<file path="src/rtl/sti_dac_pkg.sv">
// Package for the serial DAC bank writer.
// Holds the FSM state encoding and the frame-length decode shared by the
// top level and the bench. The STI_DAC_PARITY_EN macro is consumed in the top-level file.
package sti_dac_pkg;

  typedef enum logic [2:0] {
    IDLE  = 3'd0,
    CONV  = 3'd1,
    SHIFT = 3'd2,
    PAD   = 3'd3,
    DONE  = 3'd4
  } state_t;

  localparam logic [5:0] LEN_BITS_8  = 6'd8;
  localparam logic [5:0] LEN_BITS_16 = 6'd16;
  localparam logic [5:0] LEN_BITS_24 = 6'd24;
  localparam logic [5:0] LEN_BITS_32 = 6'd32;

  // Length code 0..3 -> number of serialized frame bits.
  function automatic logic [5:0] len_to_bits(input logic [1:0] code);
    case (code)
      2'd0:    return LEN_BITS_8;
      2'd1:    return LEN_BITS_16;
      2'd2:    return LEN_BITS_24;
      default: return LEN_BITS_32;
    endcase
  endfunction

endpackage

</file>
<file path="src/rtl/sti_dac_bank_map.sv">
// Combinational byte-index -> memory location mapping.
// Ports:
//   i_p       byte index (0 .. NUM_BANK*2*BANK_DEPTH-1)
//   o_bank    bank pair index = p / (2*BANK_DEPTH)
//   o_addr    word address inside the bank = (p % (2*BANK_DEPTH)) / 2
//   o_sel_odd 1 -> odd memory, 0 -> even memory (checkerboard on row+col)
module sti_dac_bank_map #(
  parameter int NUM_BANK   = 4,
  parameter int BANK_DEPTH = 32,
  parameter int IMG_W      = 8,
  parameter int AW         = $clog2(BANK_DEPTH),
  parameter int BW         = (NUM_BANK > 1) ? $clog2(NUM_BANK) : 1,
  parameter int MW         = $clog2(NUM_BANK * 2 * BANK_DEPTH)
) (
  input  logic [MW-1:0] i_p,
  output logic [BW-1:0] o_bank,
  output logic [AW-1:0] o_addr,
  output logic          o_sel_odd
);

  localparam int IWL = $clog2(IMG_W);

  // Bank depth and image width are powers of two, so division and modulo
  // reduce to bit selects.
  assign o_bank = BW'(i_p >> (AW + 1));
  assign o_addr = AW'(i_p >> 1);

  // (row + col) is even exactly when the LSBs of row and col match.
  generate
    if (IWL == 0) begin : g_one_col
      assign o_sel_odd = ~i_p[0];
    end else begin : g_multi_col
      assign o_sel_odd = ~(i_p[IWL] ^ i_p[0]);
    end
  endgenerate

endmodule

</file>
<file path="src/rtl/sti_dac_bank_writer.sv">
// Serial transmitter plus DAC bank writer.
// Accepts one 16-bit word per handshake, formats it into an 8/16/24/32-bit
// frame, shifts it out MSB- or LSB-first, packs every 8 serialized bits into a
// byte and writes it to odd/even memory pairs in checkerboard order. pi_end
// pads all remaining capacity with zero bytes, then oem_finish rises (sticky).
// Optional feature macro: STI_DAC_PARITY_EN (trailing parity bit per frame).
// Handshake: a word transfers on a rising clk edge where load && pi_ready;
//   pi_ready is high only in IDLE and pi_end wins over load in that cycle.
// Ports:
//   clk, reset (async active-low)
//   load, pi_ready, pi_data, pi_length, pi_msb, pi_low, pi_fill, pi_end : word input
//   so_data, so_valid, so_parity                                      : serial output
//   odd_wr, even_wr, oem_addr, oem_dataout, oem_finish                : memory write side
//   o_state                                                           : FSM state, debug
module sti_dac_bank_writer
  import sti_dac_pkg::*;
#(
  parameter int NUM_BANK   = 4,
  parameter int BANK_DEPTH = 32,
  parameter int IMG_W      = 8
) (
  input  logic                          clk,
  input  logic                          reset,
  input  logic                          load,
  output logic                          pi_ready,
  input  logic [15:0]                   pi_data,
  input  logic [1:0]                    pi_length,
  input  logic                          pi_msb,
  input  logic                          pi_low,
  input  logic                          pi_fill,
  input  logic                          pi_end,
  output logic                          so_data,
  output logic                          so_valid,
  output logic                          so_parity,
  output logic [NUM_BANK-1:0]           odd_wr,
  output logic [NUM_BANK-1:0]           even_wr,
  output logic [$clog2(BANK_DEPTH)-1:0] oem_addr,
  output logic [7:0]                    oem_dataout,
  output logic                          oem_finish,
  output state_t                        o_state
);

  localparam int AW  = $clog2(BANK_DEPTH);
  localparam int BW  = (NUM_BANK > 1) ? $clog2(NUM_BANK) : 1;
  localparam int CAP = NUM_BANK * 2 * BANK_DEPTH;
  localparam int MW  = $clog2(CAP);
  localparam int PW  = $clog2(CAP + 1);
  localparam logic [PW-1:0]       CAP_P = PW'(CAP);
  localparam logic [NUM_BANK-1:0] ONE_B = NUM_BANK'(1);

  state_t r_state, w_next;

  logic [15:0] r_data;
  logic [1:0]  r_len;
  logic        r_msb, r_low, r_fill;
  logic [31:0] r_sh;
  logic [5:0]  r_cnt;
  logic [7:0]  r_byte;
  logic [2:0]  r_bitcnt;
  logic [PW-1:0] r_p;
  logic [NUM_BANK-1:0] r_odd_wr, r_even_wr;
  logic [AW-1:0] r_addr;
  logic [7:0]  r_dout;
  logic        r_finish;

  logic [31:0] w_frame;
  logic [5:0]  w_bits;
  logic        w_accept, w_bit, w_push, w_push_bit, w_par_phase, w_par_bit;
  logic [BW-1:0] w_bank;
  logic [AW-1:0] w_addr;
  logic        w_sel_odd;

  sti_dac_bank_map #(
    .NUM_BANK  (NUM_BANK),
    .BANK_DEPTH(BANK_DEPTH),
    .IMG_W     (IMG_W)
  ) u_map (
    .i_p      (r_p[MW-1:0]),
    .o_bank   (w_bank),
    .o_addr   (w_addr),
    .o_sel_odd(w_sel_odd)
  );

  assign w_accept = (r_state == IDLE) && load && !pi_end;
  assign w_bits   = len_to_bits(r_len);
  assign w_bit    = r_msb ? r_sh[31] : r_sh[0];

  // Frame value, right-aligned in 32 bits, from the captured configuration.
  always_comb begin
    w_frame = 32'h0;
    case (r_len)
      2'd0: w_frame = {24'h0, (r_low ? r_data[15:8] : r_data[7:0])};
      2'd1: w_frame = {16'h0, r_data};
      2'd2: w_frame = r_fill ? {8'h0, r_data, 8'h0} : {16'h0, r_data};
      default: w_frame = r_fill ? {r_data, 16'h0} : {16'h0, r_data};
    endcase
  end

`ifdef STI_DAC_PARITY_EN
  logic r_par, r_par_phase;

  // Running XOR of the frame bits; the extra SHIFT cycle emits it.
  always_ff @(posedge clk or negedge reset) begin
    if (!reset) begin
      r_par       <= 1'b0;
      r_par_phase <= 1'b0;
    end else if (r_state == CONV) begin
      r_par       <= 1'b0;
      r_par_phase <= 1'b0;
    end else if (r_state == SHIFT) begin
      if (!r_par_phase) begin
        r_par <= r_par ^ w_bit;
        if (r_cnt == 6'd1) r_par_phase <= 1'b1;
      end else begin
        r_par_phase <= 1'b0;
      end
    end
  end

  assign w_par_phase = r_par_phase;
  assign w_par_bit   = r_par;
`else
  assign w_par_phase = 1'b0;
  assign w_par_bit   = 1'b0;
`endif

  always_ff @(posedge clk or negedge reset) begin
    if (!reset) r_state <= IDLE;
    else        r_state <= w_next;
  end

  always_comb begin
    w_next = r_state;
    case (r_state)
      IDLE: begin
        if (pi_end)    w_next = PAD;
        else if (load) w_next = CONV;
      end
      CONV:  w_next = SHIFT;
      SHIFT: begin
        if (w_par_phase) begin
          w_next = IDLE;
        end else if (r_cnt == 6'd1) begin
`ifdef STI_DAC_PARITY_EN
          w_next = SHIFT;
`else
          w_next = IDLE;
`endif
        end
      end
      PAD:     if (r_p == CAP_P) w_next = DONE;
      DONE:    w_next = DONE;
      default: w_next = IDLE;
    endcase
  end

  // Zero bits fill the byte assembler while padding.
  assign w_push     = ((r_state == SHIFT) && !w_par_phase) || (r_state == PAD);
  assign w_push_bit = (r_state == SHIFT) ? w_bit : 1'b0;

  always_ff @(posedge clk or negedge reset) begin
    if (!reset) begin
      r_data    <= 16'h0;
      r_len     <= 2'd0;
      r_msb     <= 1'b0;
      r_low     <= 1'b0;
      r_fill    <= 1'b0;
      r_sh      <= 32'h0;
      r_cnt     <= 6'd0;
      r_byte    <= 8'h0;
      r_bitcnt  <= 3'd0;
      r_p       <= '0;
      r_odd_wr  <= '0;
      r_even_wr <= '0;
      r_addr    <= '0;
      r_dout    <= 8'h0;
      r_finish  <= 1'b0;
    end else begin
      r_odd_wr  <= '0;
      r_even_wr <= '0;
      r_finish  <= r_finish | (r_p == CAP_P);

      if (w_accept) begin
        r_data <= pi_data;
        r_len  <= pi_length;
        r_msb  <= pi_msb;
        r_low  <= pi_low;
        r_fill <= pi_fill;
      end

      // MSB-first frames are left-aligned so bit 31 is always the next bit.
      if (r_state == CONV) begin
        r_sh  <= r_msb ? (w_frame << (6'd32 - w_bits)) : w_frame;
        r_cnt <= w_bits;
      end else if ((r_state == SHIFT) && !w_par_phase) begin
        r_sh  <= r_msb ? (r_sh << 1) : (r_sh >> 1);
        r_cnt <= r_cnt - 6'd1;
      end

      if (w_push) begin
        r_byte   <= {r_byte[6:0], w_push_bit};
        r_bitcnt <= r_bitcnt + 3'd1;
        if ((r_bitcnt == 3'd7) && (r_p != CAP_P)) begin
          r_dout <= {r_byte[6:0], w_push_bit};
          r_addr <= w_addr;
          r_p    <= r_p + PW'(1);
          if (w_sel_odd) r_odd_wr  <= ONE_B << w_bank;
          else           r_even_wr <= ONE_B << w_bank;
        end
      end
    end
  end

  assign pi_ready    = (r_state == IDLE);
  assign so_valid    = (r_state == SHIFT);
  assign so_data     = (r_state == SHIFT) ? (w_par_phase ? w_par_bit : w_bit) : 1'b0;
  assign so_parity   = (r_state == SHIFT) && w_par_phase;
  assign odd_wr      = r_odd_wr;
  assign even_wr     = r_even_wr;
  assign oem_addr    = r_addr;
  assign oem_dataout = r_dout;
  assign oem_finish  = r_finish;
  assign o_state     = r_state;

endmodule

</file>
<file path="config.mk">
export PLATFORM = sky130hd
export DESIGN_NAME = sti_dac_bank_writer
export DESIGN_NICKNAME = d
export VERILOG_FILES = /design/src/rtl/sti_dac_pkg.sv /design/src/rtl/sti_dac_bank_map.sv /design/src/rtl/sti_dac_bank_writer.sv
export SDC_FILE = /design/constraint.sdc
export NUM_CORES = 1
export LEC_CHECK = 0
export BUFFER_PORTS_ARGS = -buffer_cell sky130_fd_sc_hd__clkbuf_2
export CAP_MARGIN = 10
export CORE_MARGIN = 2
export CORE_UTILIZATION = 35
export DETAILED_ROUTE_END_ITERATION = 12
export GPL_TIMING_DRIVEN = 1
export PLACE_DENSITY = 0.58
export SYNTH_ARGS = -nofsm -noshare
export SYNTH_HDL_FRONTEND = slang
export SYNTH_HIERARCHICAL = 1
export SYNTH_SLANG_ARGS = --single-unit
</file>
<file path="constraint.sdc">
create_clock -name clk -period 3.65 [get_ports clk]
set_clock_uncertainty 0.05 [all_clocks]
set_input_delay 0.73 -clock clk [delete_from_list [all_inputs] [get_ports clk]]
set_output_delay 0.73 -clock clk [all_outputs]
set_load 0.1 [all_outputs]
</file>
==> key figures <==
Detailed routing
  – WL/cell: approximately 19 microns
  – Vias: 5036
  – Drt initial violations: 568
  – Post-DRT Antenna Nets: 0
  – Vias per inst: around 5.7
  – Routed wire length: 16.7 mm
  – Post-route DRC: 0
  – 1st-pass router iterations: 5

Synthesis
  – Compound-Gate Fraction of Synth Area: 20.1%
  – Register area share after synthesis: a little over two fifths
  – Synth Cell Area: 6070 sq um
  – Yosys Warn Count: 6
  – Synth cell types: 65
  – Number of synthesized register bits: 103
  – Xor and xnor area share after synthesis: 1.73%
  – EDFF count, synth: 0
  – Fraction of registers with async set/reset: 100%
  – Largest family of logic cells by synthesized area: compound AO/OA/AOI/OAI gates
  – Post-Synth Simple-Gate Area: between 10% and 20%
  – Post-Synth Adder-Cell Area: 2.06%
  – Avg Inst Size Synth: approximately 9.4 sq um
  – Mapped Nets: 680
  – Commonest register cell after synthesis: dfrtp_1
  – Mux cell area share after synthesis: between 10% and 20%
  – Syn Inst Count: between 600 and 700

Timing
  – RSZ-0062 raised after global routing: no
  – Final Setup Violations: 0
  – Final slew viol count: 0
  – Worst hold margin: approximately 0.3 ns
  – Least-Margin Pin Slew: 1.09 ns
  – Final hold violation count: 0
  – Fin Setup TNS: 0 ns
  – Tcrit/Tclk final: approximately nine tenths
  – Tmin final: 3.26 ns
  – Relative slew margins: 27.0%
  – Max Fclk: 306 MHz

Worst setup path
  – Setup CP Type: reg -> out
  – Crit Path Max Fanout: 17
  – CP Launch Type: flip-flop
  – CP Capture Type: output pin
  – Crit path required time: 2.87 ns
  – Worst endpoint data arrival time: 2.48 ns

Cells and area
  – Post-route cell area: 6670 sq um
  – Most frequent cells in the layout: 102 x dfrtp_1, 87 x nand2_1, 51 x clkbuf_2, 46 x a21oi_1, 44 x mux2_2
  – Fin cells: 889
  – Most common library cell in the layout ignoring fill and taps: dfrtp_1
  – Filler Cells Inserted: 1705
  – Final nets: 694
  – Layout cell share with drive strength beyond 1: 19.9%
  – Antenna Cells: 0
  – P&R area growth vs syn: 9.88%

Hold path
  – Hold Path Class: in -> async

Clock network
  – Post-CTS Setup Bufs: 0
  – Max Root-Sink Buffers: 2
  – Post-CTS Hold Buffers: 0
  – Cts bufs inserted: 9
  – H-Tree Depth: 3
  – Clock Tree Root: clkbuf_16
  – Clock transition at path regs: 0.07 ns
  – # clock sinks: 103
  – TritonCTS clock tree: done
  – Post-cts sizing count: 0
  – Clock latency on the worst-skew pair: about 0.37 ns

Floorplanning
  – Core area: roughly 17000 sq um
  – Die Area: 18400 sq um
  – Initial Utilization: 35.4%
  – Die width: 136 microns
  – I/O pin count: 54
  – Row Count: 48
  – Die Y: about 140 microns

Global route
  – Global route hottest layer: met2
  – GR Layer Usage met2: 27.8%
  – Antenna violations before repair: 0
  – First-pass GRT wire length: 26.8 mm
  – Total gr overflow: 0
  – Met1 Use GR: 26.7%
  – Largest net degree at the start of global routing: 64
  – Tot GR Track Use: 18.8%
  – GR Layer Usage met3: 2.69%
  – Number of global-route vias before repair: 4800

Power and ir drop
  – PwrDens: about 830 nW/um^2
  – Psw: 2.64 mW
  – Leakage: between 2 and 3 nW
  – Internal: approximately 2.9 mW
  – Clock power frac: 17.2%
  – Max VDD drop: 383 uV
  – Switching part of the total: 47.9%
  – Combinational share of power: between 40% and 50%
  – Post-layout power: about 5.5 mW
  – Sequential share of power: between 30% and 40%

Status
  – Outcome: complete, no violations

Job
  – MaxCap Viol Count: 0

Placement
  – Cell Area, Placed: around 6400 sq um
  – Port buffer count: 52
  – Placed Cells: 873
  – RD Place Congestion: 0.926
  – Hpwl dp: 12.0 mm
-- synth_stat cells, types with 4 or more instances --
library cell / n / area [sq um]
a2bb2oi_1: 7 / 61.3
nor2_1: 35 / 131
inv_1: 18 / 67.6
or3_1: 6 / 37.5
dfrtp_1: 103 / 2580
a211oi_1: 12 / 90.1
a21oi_1: 46 / 230
o21bai_1: 6 / 45.0
a32o_1: 4 / 40.0
a22oi_1: 7 / 52.6
nor2b_1: 9 / 56.3
clkbuf_1: 16 / 60.1
nand2_1: 87 / 327
a22o_1: 18 / 158
a222oi_1: 7 / 70.1
mux2_2: 44 / 495
nand2b_1: 4 / 25.0
xnor2_1: 9 / 78.8
o21ai_1: 4 / 20.0
buf_2: 25 / 125
a221oi_1: 7 / 61.3
o21ai_0: 22 / 110
nor3_1: 12 / 60.1
o22ai_1: 8 / 50.1
mux2i_1: 17 / 170
nand3_1: 20 / 100
buf_4: 13 / 97.6
ha_1: 10 / 125
-- metal layers --
layer | vias to the layer above | wire length, microns
met4 | 0 | 609
met5 | - | 0
met3 | 42 | 881
met2 | 186 | 7590
met1 | 2445 | 7600
li1 | 2363 | -
-- path summary, 6_finish.rpt --
check	startpoint	endpoint	slack [ns]	cells past startpoint
setup / recovery	o_state[0]	so_data	0.39	3
min in group clk	r_byte[6]	oem_dataout[7]	0.42	2
setup reg to reg	r_len[1]	r_sh[9]	1.13	7
hold reg to reg	r_byte[6]	oem_dataout[7]	0.42	2
hold / removal	reset	r_len[1]	0.30	1
max in group asynchronous	reset	r_p[3]	2.52	2
-- cells by family (layout without fill, tap and decap cells) --
group,after synthesis,after routing
adders and majority gates,10,10
DFF,103,103
and+or+nand+nor,205,205
xor gates and xnor gates,12,12
muxes,61,61
AOI/OAI and AO/OA,175,175
other,1,1
buffers and inverters,78,97
-- sequential cells by signal (all words and copies together), names as in the netlist --
name         count
even_wr          4
o_state          3
odd_wr           4
oem_addr         5
oem_dataout      8
oem_finish       1
r_bitcnt         3
r_byte           7
r_cnt            6
r_data          16
r_fill           1
r_len            2
r_low            1
r_msb            1
r_p              9
r_sh            32
-- power by group through the flow --
stage	logic [mW]	registers [mW]	clock network [mW]
final	2.62	1.94	0.946
after global routing	2.84	2.00	1.02
after CTS	2.61	1.93	0.967
after detailed placement	2.60	1.95	0
after global placement	2.56	1.94	0
after floorplan	1.75	2.23	0
-- worst max-delay path: stages, from the launching register on --
cell and delay [ns]:
dfrtp_1 0.56, or3b_1 0.71, nor2_1 0.33, clkbuf_2 0.52
-- cell type report --
type	instances	area (sq um)	share of cell area [%]
flip-flops and latches	103	2580	38.7
multi-input cells	464	3100	46.5
clock inverters	6	52.6	0.788
well taps	225	282	4.22
clock buffers	10	229	3.44
repair buffers	61	343	5.14
inverters	20	80.1	1.20
-- through the flow --
step                setup WS, ns  utilization (%)
finish                     0.385             38.9
global route               0.322             38.9
CTS                        0.416             38.9
detailed placement         0.817             37.3
global placement           0.867             37.3
floorplan                 0.0306                -
(Power assumes the default switching activity.)
